--- src/rtl/pipe_stage_reg.sv ---
// Inter-stage pipeline register for the five-stage MIPS core: valid, control flags and payload,
// with flush/stall-vector handling and saturating per-stage event counters.
module pipe_stage_reg #(
    parameter int CTRL_W     = 8,
    parameter int DATA_W     = 128,
    parameter int STALL_W    = 6,
    parameter int STAGE      = 4,
    parameter bit CLEAR_DATA = 1'b1,
    parameter int CNT_W      = 16
) (
    input  logic                clk,
    input  logic                rst,
    input  logic [STALL_W-1:0]  stall,
    input  logic                flush,
    input  logic                in_valid,
    input  logic [CTRL_W-1:0]   in_ctrl,
    input  logic [DATA_W-1:0]   in_data,
    input  logic                cnt_clr,
    output logic                out_valid,
    output logic [CTRL_W-1:0]   out_ctrl,
    output logic [DATA_W-1:0]   out_data,
    output logic [CNT_W-1:0]    adv_cnt,
    output logic [CNT_W-1:0]    hold_cnt,
    output logic [CNT_W-1:0]    bubble_cnt,
    output logic [CNT_W-1:0]    flush_cnt
);

    typedef enum logic [1:0] {
        ACT_ADVANCE = 2'd0,
        ACT_HOLD    = 2'd1,
        ACT_BUBBLE  = 2'd2,
        ACT_FLUSH   = 2'd3
    } act_t;

    logic s_cur;
    logic s_nxt;
    act_t act;

    logic              valid_p0;
    logic [CTRL_W-1:0] ctrl_p0;
    logic [DATA_W-1:0] data_p0;

    logic [CNT_W-1:0] adv_q, hold_q, bubble_q, flush_q;

    // Only two bits of the stall vector matter to any one stage.
    logic unused_stall;
    assign unused_stall = ^stall;

    assign s_cur = stall[STAGE];

    // The last stage has no downstream neighbour, so it can never hold.
    generate
        if (STAGE + 1 < STALL_W) begin : g_has_next
            assign s_nxt = stall[STAGE+1];
        end else begin : g_last_stage
            assign s_nxt = 1'b0;
        end
    endgenerate

    function automatic logic [CNT_W-1:0] sat_inc(input logic [CNT_W-1:0] v);
        return (&v) ? v : v + CNT_W'(1);
    endfunction

    always_comb begin
        act = ACT_ADVANCE;
        if (flush)
            act = ACT_FLUSH;
        else if (s_cur && !s_nxt)
            act = ACT_BUBBLE;
        else if (s_cur)
            act = ACT_HOLD;
    end

    // ---- stage register ----
    always_ff @(posedge clk or posedge rst) begin
        if (rst) begin
            valid_p0 <= 1'b0;
            ctrl_p0  <= '0;
            data_p0  <= '0;
        end else begin
            case (act)
                ACT_ADVANCE: begin
                    valid_p0 <= in_valid;
                    ctrl_p0  <= in_ctrl;
                    data_p0  <= in_data;
                end
                ACT_FLUSH, ACT_BUBBLE: begin
                    valid_p0 <= 1'b0;
                    ctrl_p0  <= '0;
                    if (CLEAR_DATA)
                        data_p0 <= '0;
                end
                default: ;
            endcase
        end
    end

    // ---- event counters ----
    always_ff @(posedge clk or posedge rst) begin
        if (rst) begin
            adv_q    <= '0;
            hold_q   <= '0;
            bubble_q <= '0;
            flush_q  <= '0;
        end else if (cnt_clr) begin
            adv_q    <= '0;
            hold_q   <= '0;
            bubble_q <= '0;
            flush_q  <= '0;
        end else begin
            case (act)
                ACT_ADVANCE: if (in_valid) adv_q <= sat_inc(adv_q);
                ACT_HOLD:    hold_q   <= sat_inc(hold_q);
                ACT_BUBBLE:  bubble_q <= sat_inc(bubble_q);
                ACT_FLUSH:   flush_q  <= sat_inc(flush_q);
                default: ;
            endcase
        end
    end

    assign out_valid  = valid_p0;
    assign out_ctrl   = ctrl_p0;
    assign out_data   = data_p0;
    assign adv_cnt    = adv_q;
    assign hold_cnt   = hold_q;
    assign bubble_cnt = bubble_q;
    assign flush_cnt  = flush_q;

endmodule

--- config.mk ---
export PLATFORM = sky130hd
export DESIGN_NAME = pipe_stage_reg
export DESIGN_NICKNAME = d
export VERILOG_FILES = /design/src/rtl/pipe_stage_reg.sv
export SDC_FILE = /design/constraint.sdc
export NUM_CORES = 1
export LEC_CHECK = 0
export CORE_ASPECT_RATIO = 0.6
export CORE_MARGIN = 2
export CORE_UTILIZATION = 39
export DETAILED_ROUTE_END_ITERATION = 8
export PLACE_DENSITY = 0.77
export SETUP_SLACK_MARGIN = 0.5
export SYNTH_ARGS = -nofsm -noshare
export SYNTH_HDL_FRONTEND = slang
export SYNTH_SLANG_ARGS = --single-unit
export TNS_END_PERCENT = 1
--- constraint.sdc ---
create_clock -name clk -period 7.6 [get_ports clk]
set_clock_uncertainty 0.05 [all_clocks]
set_input_delay 1.9 -clock clk [delete_from_list [all_inputs] [get_ports clk]]
set_output_delay 1.9 -clock clk [all_outputs]
set_load 0.02 [all_outputs]
Word level (Yosys, flattened, before mapping)
Index checks and enable logic that the tools add are counted.
Widths: inputs -> output; s select.
{"block": "totals", "ff_bits": 201, "latch_bits": 0, "mem_bits_rw": 0, "rom_bits": 0, "n_memories": 0}
{"block": "classes", "add_sub_neg": 4, "multipliers": 0, "div": 0, "n_lt_le_gt_ge": 0, "eq_ne": 7, "n_shift": 0, "n_mux": 19, "n_bitwise": 0, "reduce_logical": 18}
{"op": "$pmux 128 s2", "n": 1}
{"op": "$mux 16", "n": 13}
{"op": "$add 16x1->16 const B", "n": 4}
{"op": "$reduce_and 16->1", "n": 4}
{"op": "$pmux 8 s2", "n": 1}
{"op": "$reduce_bool 2->1", "n": 6}
{"op": "$ne 2x2->1 const B", "n": 4}
{"op": "$reduce_and 2->1", "n": 3}
{"op": "$eq 2x2->1 const B", "n": 2}
{"op": "$mux 2", "n": 2}
{"op": "$reduce_and 3->1", "n": 1}
{"op": "$eq 2x1->1 const B", "n": 1}
{"op": "$logic_not 2->1", "n": 1}
{"op": "$pmux 1 s2", "n": 1}
{"op": "$reduce_or 2->1", "n": 1}
{"op": "$logic_and 1x1->1", "n": 1}
{"op": "$logic_not 1->1", "n": 1}
{"op": "$mux 1", "n": 1}

Logic depth before layout (Yosys ltp)
Gate-level depths: netlist of run 1.
{"block": "depth", "depth_word": 7, "depth_mapped": 7}

Least setup slack after synthesis of run 1
OpenSTA, ideal clock, no wires.
{"block": "synth_path", "path_type": "in2reg", "from": "input port flush", "to": "register hold_q[10], in the netlist hold_cnt[10]", "setup_ns": 0.078, "arrival_time_ns": 3.193, "required_ns": 7.472, "setup_slack_ns": 4.279, "cell_stages": 6, "path_buffers": 2, "path_cell_list": "buf_6 nand3b_4 or3_1 clkbuf_2 or4_1 a21oi_1"}
{"block": "synth_via", "elab_chain_cells": 4}
{"item": "start, declared", "line_no": "14", "source": "input logic flush,"}
{"item": "$mux 2", "line_no": "66", "source": "if (flush)"}
{"item": "$eq 2x1->1", "line_no": "111", "source": "case (act)"}
{"item": "$reduce_bool 2->1 (no line)"}
{"item": "$reduce_and 2->1 (no line)"}
{"item": "end signal, assigned", "line_no": "113", "source": "ACT_HOLD: hold_q <= sat_inc(hold_q);"}
{"item": "end, declared", "line_no": "43", "source": "logic [CNT_W-1:0] adv_q, hold_q, bubble_q, flush_q;"}
Every way passes these cells.
A chain may end at the register's enable or synchronous reset.

Worst setup path in the final report of run 1
{"block": "layout_path", "from": "input port flush", "to": "register data_p0[28], in the netlist out_data[28]"}
{"block": "layout_via", "elab_chain_cells": 4, "elab_cells_between_ends": 7, "cone_classes": "eq/ne (2); mux (2); reduce/logical (3)"}
{"item": "$mux 2 (*)", "line_no": "66"}
{"item": "$eq 2x2->1", "line_no": "81", "source": "case (act)"}
{"item": "$reduce_or 2->1", "line_no": "81"}
{"item": "$pmux 128 s2 or $reduce_bool 2->1 (tied branches)"}
{"item": "end signal, assigned", "line_no": "85", "source": "data_p0 <= in_data;"}
{"item": "end, declared", "line_no": "41", "source": "logic [DATA_W-1:0] data_p0;"}
Mark *: on every way between the ends. The rest lies on a longest branch, timed or not.

==> results of run 1 <==
## where the power goes
| group | leakage, nW | internal [W] | switching [W] |
|---|---|---|---|
| logic | 2.28 | 0.000157 | 0.000142 |
| clock network | 0.326 | 0.000617 | 0.000412 |
| registers | 2.73 | 0.00111 | 0.0000231 |
## stage by stage
step | utilization | setup slack [ps] | power (W) | instances | hold WS (ps)
CTS | 0.605 | 3290 | 0.00249 | 1314 | 433
global route | 0.605 | 3140 | 0.00256 | 1314 | 443
detailed placement | 0.573 | 2790 | 0.00145 | 1280 | 418
finish | 0.605 | 3270 | 0.00246 | 1314 | 430
floorplan | - | 3050 | 0.00127 | 694 | 545
global placement | 0.573 | 2830 | 0.00145 | 1280 | 419
## layout make-up
class	count	area, um^2
timing repair buffer	351	3500
multi-input combinational	440	3160
tap	279	349
fill	1688	8330
clock buffer	27	558
inverter	9	37.5
clock inverter	7	113
sequential	201	5030
## cell usage after synthesis, types with 4 or more instances
cell type                  number  area, um^2
sky130_fd_sc_hd__and2_1         4        25.0
sky130_fd_sc_hd__a22o_1       136        1190
sky130_fd_sc_hd__nand4_1       16         100
sky130_fd_sc_hd__and3_1         5        31.3
sky130_fd_sc_hd__nand3_1       16        80.1
sky130_fd_sc_hd__mux2_2         8        90.1
sky130_fd_sc_hd__o31ai_1       23         173
sky130_fd_sc_hd__or4_1         22         165
sky130_fd_sc_hd__nand4_2        5        62.6
sky130_fd_sc_hd__o21ai_0       18        90.1
sky130_fd_sc_hd__nor2b_1        8        50.1
sky130_fd_sc_hd__inv_1          9        33.8
sky130_fd_sc_hd__nor4_1        10        62.6
sky130_fd_sc_hd__and4_1         5        43.8
sky130_fd_sc_hd__ha_1           4        50.1
sky130_fd_sc_hd__a21oi_1       43         215
sky130_fd_sc_hd__or3_1         21         131
sky130_fd_sc_hd__nor2_1        23        86.3
sky130_fd_sc_hd__a211oi_1       4        30.0
sky130_fd_sc_hd__mux2i_1        4        40.0
sky130_fd_sc_hd__nor3_1         5        25.0
sky130_fd_sc_hd__dfrtp_1      201        5030
sky130_fd_sc_hd__clkbuf_1      35         131
sky130_fd_sc_hd__nand2_1       33         124
## cell families (layout without fill, tap and decap cells)
kind of cell               Yosys count  after routing  synth area share
xor gates and xnor gates             2              2           0.00208
DFF                                201            201             0.598
and+or+nand+nor                    183            183             0.133
muxes                               13             13            0.0168
AOI/OAI and AO/OA                  238            238             0.217
buffers and inverters               53            394            0.0266
adders and majority gates            4              4           0.00595
## flip-flops by register name, summed over array words and instances (netlist names)
name	cells
adv_cnt	16
bubble_cnt	16
flush_cnt	16
hold_cnt	16
out_ctrl	8
out_data	128
out_valid	1
## critical path, stage by stage
cell and delay, ps:
sky130_fd_sc_hd__clkdlybuf4s50_1 660, sky130_fd_sc_hd__and3b_4 1130, sky130_fd_sc_hd__buf_4 680, sky130_fd_sc_hd__a22o_1 270
## per-layer routing
| layer | global-route usage | routed length (um) | up-vias |
|---|---|---|---|
| li1 | - | - | 3351 |
| met1 | 0.299 | 11200 | 3588 |
| met2 | 0.325 | 11100 | 310 |
| met3 | 0.0719 | 2110 | 46 |
| met4 | 0.0520 | 673 | 2 |
| met5 | 0 | 13 | - |
## path summary, 6_finish.rpt
| check | endpoint | slack (ps) | cells past startpoint |
|---|---|---|---|
| max | out_data[28] | 3270 | 4 |
| min reg2reg | out_valid | 430 | 1 |
| max in group asynchronous | out_data[71] | 4510 | 3 |
| min in group asynchronous | out_data[124] | 1700 | 2 |
| min | out_valid | 430 | 1 |
| max reg2reg | flush_cnt[1] | 5090 | 6 |
## cells in the final DEF, fill, tap and decap left out, types with 3 or more instances in the layout
cell and count:
sky130_fd_sc_hd__bufinv_16 3, sky130_fd_sc_hd__nor4_1 10, sky130_fd_sc_hd__a22o_1 136, sky130_fd_sc_hd__nor3_1 5
sky130_fd_sc_hd__nand4_2 5, sky130_fd_sc_hd__or4_1 22, sky130_fd_sc_hd__nand3_1 16, sky130_fd_sc_hd__nor2_1 22
sky130_fd_sc_hd__a211oi_1 4, sky130_fd_sc_hd__buf_4 7, sky130_fd_sc_hd__or3_1 21, sky130_fd_sc_hd__ha_1 4
sky130_fd_sc_hd__nor2b_1 8, sky130_fd_sc_hd__clkbuf_16 21, sky130_fd_sc_hd__nor4_2 3, sky130_fd_sc_hd__and3_1 5
sky130_fd_sc_hd__o41ai_1 3, sky130_fd_sc_hd__dfrtp_1 201, sky130_fd_sc_hd__mux2i_1 4, sky130_fd_sc_hd__and4_1 5
sky130_fd_sc_hd__a21oi_1 43, sky130_fd_sc_hd__mux2_2 8, sky130_fd_sc_hd__inv_1 8, sky130_fd_sc_hd__clkdlybuf4s50_1 342
sky130_fd_sc_hd__o31ai_1 23, sky130_fd_sc_hd__and2_1 4, sky130_fd_sc_hd__clkbuf_1 5, sky130_fd_sc_hd__nand2_1 33
sky130_fd_sc_hd__o21ai_0 18, sky130_fd_sc_hd__a41oi_1 3, sky130_fd_sc_hd__nand4_1 16, sky130_fd_sc_hd__clkinv_2 3
==> results.json, run 1 <==
{
  "clock_sink_count": 201,
  "drt-vias-per-instance": 5.55,
  "fmax_mhz": 231,
  "synth_edf_count": 0,
  "post-route-min-period_ps": 4330,
  "placement.cell_area_um2": 12100,
  "critPathMaxFanout": 78,
  "globalRouteTotalUtil": 0.215,
  "grt_pass1_wl_um": 39800,
  "post_synth_instance_area_um2": 8410,
  "post-route-period-util": 0.570,
  "gp_congestion": 0.844,
  "timing.critical_path.arrival_ps": 4710,
  "p_leak_nw": 5.34,
  "worst_setup_hold_path_clk_slew_ps": 60,
  "cp-start-kind": "input pin",
  "yosysUniqueCellTypes": 46,
  "max_slew.worst_pin.slew_ps": 1060,
  "cts-root-to-sink-buffers": 3,
  "avgSynthCellArea_um2": 12.1,
  "cts-htree-levels": 1,
  "synth.net_count": 845,
  "timing.critical_path.from": "flush",
  "core_footprint_um2": 21100,
  "io_buffers": 343,
  "r2r-start": "flush_cnt[0]",
  "die_w_um": 194,
  "routedWlPerCell_um": 19.1,
  "route.antenna.remaining_nets": 0,
  "cts_setup_buffers": 0,
  "hold_viol_final": 0,
  "detailedRoute.firstPassIterationCount": 5,
  "outcome": "completed",
  "rsz_0062_raised_after_global_routing": "false",
  "layout-area-overhead-vs-synth_pct": 51.7,
  "totalWireLength_um": 25100,
  "power_density_nw_per_um2": 193,
  "number_of_antenna_violations_at_the_first_check_in_global_routing": 1,
  "dpl.hpwl_um": 17600,
  "start_util": 0.399,
  "cts_hold_repair_buffers": 0,
  "final_design_area_no_fill_um2": 12800,
  "cap_viol_max_count": 0,
  "clock_latency_ps": 490,
  "cts_buffers": 21,
  "vias": 7297,
  "vias_in_the_first_global_route": 6987,
  "ir_worst_vdd_mv": 0.142,
  "timing.setup.tns_ps": 0,
  "ys_seq_area_frac": 0.598,
  "ctsResizeCount": 0,
  "std_cell_rows": 41,
  "die_y_um": 118,
  "top_level_ports": 348,
  "grt_max_degree": 109,
  "drc": 0,
  "setup-violations-final": 0,
  "ys_ff_latch": 201,
  "required_ps": 7970,
  "clock_tree_from_tritoncts": "yes",
  "cts-root-buf": "sky130_fd_sc_hd__clkbuf_16",
  "drive_gt1_frac": 0.0618,
  "worstSetupPathType": "input pin to register",
  "hold_class": "register to register",
  "synth-main-ff-cell": "sky130_fd_sc_hd__dfrtp_1",
  "remaining_global_route_overflow": 0,
  "dieArea_um2": 22800,
  "final_nets": 1175,
  "setup.worst_path.end_class": "register",
  "ys_async_sr_fraction": 1.00,
  "worstHoldStart": "out_valid",
  "insertedDiodeCount": 0,
  "timing.max_slew.rel_slack": 0.296,
  "synthesis_warning_total": 0,
  "initialDrtViolationCount": 599,
  "finalMaxSlewViolations": 0,
  "netlist_instances": 694
}
Power figures use the tool's default switching activity.
==> run 2, diff against run 1 <==
CORE_UTILIZATION = 40   (was 39)
PLACE_DENSITY = 0.76   (was 0.77)
clock period = 4.1 ns   (was 7.6 ns; I/O delays follow)
==> results.json, run 2 (synthesis results as in run 1) <==
{
  "drc": 0,
  "hold_class": "register to register",
  "min_delay_path_depth": 1,
  "grt_max_degree": 127,
  "die_w_um": 191,
  "required_ps": 4410,
  "max_slew.worst_pin.slew_ps": 979,
  "final_nets": 1178,
  "power.sequential.fraction": 0.479,
  "cap_viol_max_count": 0,
  "core_footprint_um2": 20800,
  "post-route-period-util": 0.689,
  "critPathMaxFanout": 10,
  "outcome": "completed",
  "route.antenna.remaining_nets": 0,
  "layout.cells.most_common_list": "sky130_fd_sc_hd__clkdlybuf4s50_1 (342), sky130_fd_sc_hd__dfrtp_1 (201), sky130_fd_sc_hd__a22o_1 (136), sky130_fd_sc_hd__a21oi_1 (43), sky130_fd_sc_hd__nand2_1 (33)",
  "finish.cell_count_without_fillers": 1316,
  "rsz_0062_raised_after_global_routing": "false",
  "internal_power_w": 0.00332,
  "die_y_um": 116,
  "cts_buffers": 19,
  "timing.critical_path.arrival_ps": 3130,
  "worstSetupPathType": "input pin to register",
  "initialDrtViolationCount": 426,
  "cts-root-buf": "sky130_fd_sc_hd__clkbuf_16",
  "timing.reg2reg.worst_path_depth": 6,
  "fill_cells": 1681,
  "combPwrFrac": 0.131,
  "drive_gt1_frac": 0.0656,
  "largest_register_ffs": 128,
  "vias": 7258,
  "cts_hold_repair_buffers": 0,
  "post-place-cells": 1285,
  "clock_sink_count": 201,
  "dpl.hpwl_um": 18400,
  "most_common_cell_after_layout_fill_and_taps_aside": "sky130_fd_sc_hd__clkdlybuf4s50_1",
  "routedWlPerCell_um": 19.7,
  "grt_pass1_wl_um": 38400,
  "finalMaxSlewViolations": 0,
  "power_density_nw_per_um2": 343,
  "ctsResizeCount": 0,
  "vias_in_the_first_global_route": 6843,
  "detailedRoute.firstPassIterationCount": 5,
  "worst_setup_hold_path_clk_slew_ps": 60,
  "remaining_global_route_overflow": 0,
  "cts_setup_buffers": 0,
  "netSwitchingFraction": 0.240,
  "timing.setup.tns_ps": 0,
  "hold_viol_final": 0,
  "globalRouteTotalUtil": 0.219,
  "std_cell_rows": 41,
  "insertedDiodeCount": 0,
  "cts-root-to-sink-buffers": 3,
  "clock_latency_ps": 480,
  "power.switching_w": 0.00105,
  "io_buffers": 343,
  "cts-htree-levels": 1,
  "post-route-min-period_ps": 2820,
  "number_of_antenna_violations_at_the_first_check_in_global_routing": 0,
  "cp-start-kind": "input pin",
  "drt-vias-per-instance": 5.52,
  "clock_tree_from_tritoncts": "yes",
  "fmax_mhz": 354,
  "p_leak_nw": 5.35,
  "totalWireLength_um": 25900,
  "gp_congestion": 0.868,
  "share_clk_of_total_power": 0.391,
  "ir_worst_vdd_mv": 0.214,
  "timing.max_slew.rel_slack": 0.341,
  "top_level_ports": 348,
  "layout-area-overhead-vs-synth_pct": 52.0,
  "start_util": 0.404,
  "setup.worst_path.end_class": "register",
  "setup-violations-final": 0,
  "dieArea_um2": 22200
}
==> run 2: final timing paths <==
path / startpoint / to / slack [ps]
max in group asynchronous: rst / hold_cnt[7] / 2110
min in group asynchronous: rst / out_data[50] / 1020
worst min-delay path: out_data[40] / out_data[40] / 450
worst max register to register: flush_cnt[1] / flush_cnt[1] / 1690
worst min register to register: out_data[40] / out_data[40] / 450
worst max-delay path: flush / adv_cnt[13] / 1280
==> run 2: per-layer routing <==
metal | global-route usage | vias to the layer above | wire length, um | part of all wire
li1 | - | 3356 | - | -
met1 | 0.295 | 3574 | 11200 | 0.43
met2 | 0.349 | 285 | 11800 | 0.45
met3 | 0.0685 | 43 | 2400 | 0.092
met4 | 0.0518 | 0 | 591 | 0.023
met5 | 0 | - | 0 | 0
==> run 2: critical path: stages <==
cell and delay [ps]:
sky130_fd_sc_hd__clkdlybuf4s50_1 640, sky130_fd_sc_hd__nor3b_4 470, sky130_fd_sc_hd__nand4_2 310, sky130_fd_sc_hd__nor4_1 320, sky130_fd_sc_hd__mux2_2 370
==> run 2: stage by stage <==
stage	total power, W	worst slack (ps)	util	instance area [um^2]	hold slack, ps
5_1_grt	0.00454	1140	0.613	12800	467
3_3_place_gp	0.00270	798	0.585	12200	414
4_1_cts	0.00443	1310	0.613	12800	458
3_5_place_dp	0.00271	803	0.585	12200	436
2_1_floorplan	0.00236	423	-	8410	545
6_report	0.00438	1280	0.613	12800	452
==> run 2: power by group through the flow <==
stage          Sequential [W]  Combinational [W]  Clock, W
2_1_floorplan         0.00221           0.000148         0
3_3_place_gp          0.00213           0.000569         0
3_5_place_dp          0.00213           0.000577         0
4_1_cts               0.00209           0.000578   0.00175
5_1_grt               0.00210           0.000607   0.00183
6_report              0.00209           0.000571   0.00171
==> run 2: final cells by class <==
class | count | area, um^2 | area share
Tap cell | 279 | 349 | 0.0273
Inverter | 9 | 37.5 | 0.00294
Clock buffer | 29 | 583 | 0.0456
Timing Repair Buffer | 356 | 3600 | 0.282
Multi-Input combinational cell | 440 | 3160 | 0.248
Sequential cell | 201 | 5030 | 0.394
Clock inverter | 2 | 10.0 | 0.000784
==> run 3, diff against run 2 <==
CORE_UTILIZATION = 39   (was 40)
PLACE_DENSITY = 0.77   (was 0.76)
clock period = 2.3 ns   (was 4.1 ns; I/O delays follow)
==> results.json, run 3 (synthesis results as in run 1) <==
{
  "insertedDiodeCount": 0,
  "cts-root-to-sink-buffers": 3,
  "die_w_um": 194,
  "timing.reg2reg.worst_path_depth": 5,
  "grt_pass1_wl_um": 41800,
  "critical_path_buf_inv_count": 1,
  "fmax_mhz": 530,
  "required_ps": 1670,
  "dieArea_um2": 22800,
  "finalMaxSlewViolations": 0,
  "cp-start-kind": "register",
  "top_level_ports": 348,
  "timing.setup.tns_ps": 0,
  "timing.critical_path.slowest_cell_delay_ps": 430,
  "power_density_nw_per_um2": 624,
  "cts-htree-levels": 1,
  "cts-root-buf": "sky130_fd_sc_hd__clkbuf_16",
  "placement.cell_area_um2": 12500,
  "post-route-min-period_ps": 1890,
  "largest_register_ffs": 128,
  "cap_viol_max_count": 0,
  "remaining_global_route_overflow": 0,
  "most_common_cell_after_layout_fill_and_taps_aside": "sky130_fd_sc_hd__dfrtp_1",
  "worst_setup_hold_path_clk_slew_ps": 70,
  "routedWlPerCell_um": 19.6,
  "totalPowerFinal_w": 0.00839,
  "global_route.peak_usage_layer": "met2",
  "critPathTopFamily": "flip-flops",
  "vias_in_the_first_global_route": 7262,
  "clock_sink_count": 201,
  "use_met1": 0.313,
  "setup.worst_path.end_class": "output port",
  "die_y_um": 118,
  "r2r_setup_slack_ps": 430,
  "drt-vias-per-instance": 5.53,
  "global_route.usage.met3": 0.0653,
  "core_footprint_um2": 21100,
  "io_buffers": 343,
  "gp_congestion": 0.829,
  "crit_path_top_delay_cell": "sky130_fd_sc_hd__dfrtp_1",
  "worstHoldStart": "out_valid",
  "std_cell_rows": 41,
  "max_slew.worst_pin.slew_ps": 571,
  "ir_worst_vdd_mv": 0.489,
  "critPathMaxFanout": 5,
  "final_design_area_no_fill_um2": 13400,
  "outcome": "completed",
  "finish.cell_count_without_fillers": 1369,
  "clock_latency_ps": 490,
  "timing.hold.worst_endpoint": "out_valid",
  "drive_gt1_frac": 0.206,
  "hold_class": "register to register",
  "worstSetupPathType": "register to output port",
  "hold_viol_final": 0,
  "rsz_0062_raised_after_global_routing": "true",
  "final.hold.worst_slack_ps": 437,
  "dpl.hpwl_um": 18900,
  "globalRouteTotalUtil": 0.227,
  "post-route-period-util": 0.820,
  "cts_hold_repair_buffers": 0,
  "grt.met2_usage": 0.356,
  "drc": 0,
  "layout-area-overhead-vs-synth_pct": 60.0,
  "cts_buffers": 20,
  "post-place-cells": 1321,
  "grt_max_degree": 80,
  "critical_path.reg2reg.endpoint": "hold_cnt[6]",
  "timing.critical_path.arrival_ps": 1260,
  "final_nets": 1227,
  "p_leak_nw": 6.30,
  "start_util": 0.399,
  "setup-violations-final": 0,
  "r2r-start": "hold_cnt[0]",
  "initialDrtViolationCount": 529,
  "layout.cells.most_common_list": "sky130_fd_sc_hd__dfrtp_1 (166), sky130_fd_sc_hd__dlygate4sd2_1 (143), sky130_fd_sc_hd__clkdlybuf4s50_1 (138), sky130_fd_sc_hd__a22o_1 (136), sky130_fd_sc_hd__buf_4 (43)",
  "detailedRoute.firstPassIterationCount": 7,
  "totalWireLength_um": 26800,
  "min_delay_path_depth": 1,
  "clock_tree_from_tritoncts": "yes",
  "route.antenna.remaining_nets": 0,
  "number_of_antenna_violations_at_the_first_check_in_global_routing": 0,
  "vias": 7573,
  "crit_path_cell_trace": "clkdlybuf4s15_1",
  "timing.max_slew.rel_slack": 0.619
}
==> run 3: worst reg2reg max path: stages (launching register included) <==
cell	delay [ps]
sky130_fd_sc_hd__dfrtp_2	450
sky130_fd_sc_hd__ha_4	190
sky130_fd_sc_hd__and3_1	220
sky130_fd_sc_hd__and2_1	210
sky130_fd_sc_hd__a211oi_2	270
sky130_fd_sc_hd__mux2_2	360
==> run 3: layout make-up <==
class	instances	area, um^2
fillers	1666	7630
well taps	279	349
inverters	9	37.5
multi-input cells	440	3340
repair buffers	404	3900
clock inverters	13	199
flip-flops and latches	201	5070
clock buffers	23	543
==> run 3: worst max-delay path by stage <==
stage / startpoint / end / slack, ps / cells after the start
after detailed placement: stall[5] / bubble_cnt[15] / -260 / 5
after CTS: adv_cnt[7] / adv_cnt[7] / 400 / 1
after global placement: stall[4] / adv_cnt[13] / -210 / 6
after global routing: bubble_cnt[13] / bubble_cnt[13] / 370 / 1
after floorplan: rst / adv_cnt[0] / -930 / 1
final: bubble_cnt[0] / bubble_cnt[0] / 410 / 1
==> run 3: where the power goes <==
group / total (W) / internal (W) / leakage (nW) / switching [W]
clock network: 0.00368 / 0.00226 / 0.362 / 0.00142
logic: 0.000977 / 0.000489 / 3.27 / 0.000488
registers: 0.00373 / 0.00366 / 2.67 / 0.0000748
total: 0.00839 / 0.00641 / 6.30 / 0.00198
==> run 3: timing repair <==
action / 4_1_cts / 5_1_grt
pin swaps: 16 / 5
setup endpoints to repair: 340 / 250
cloned: 0 / 0
gates resized for setup: 365 / 26
setup buffers: 6 / 6
==> run 3: metal layers <==
metal	share of wire	wire length (um)
met5	0	0
met3	0.080	2160
met1	0.44	11700
met4	0.021	568
met2	0.46	12400
==> run 3: metrics by stage <==
step                setup slack, ps   util
floorplan                      -927      -
global placement               -210  0.593
detailed placement             -260  0.593
CTS                             400  0.633
global route                    368  0.638
finish                          414  0.638
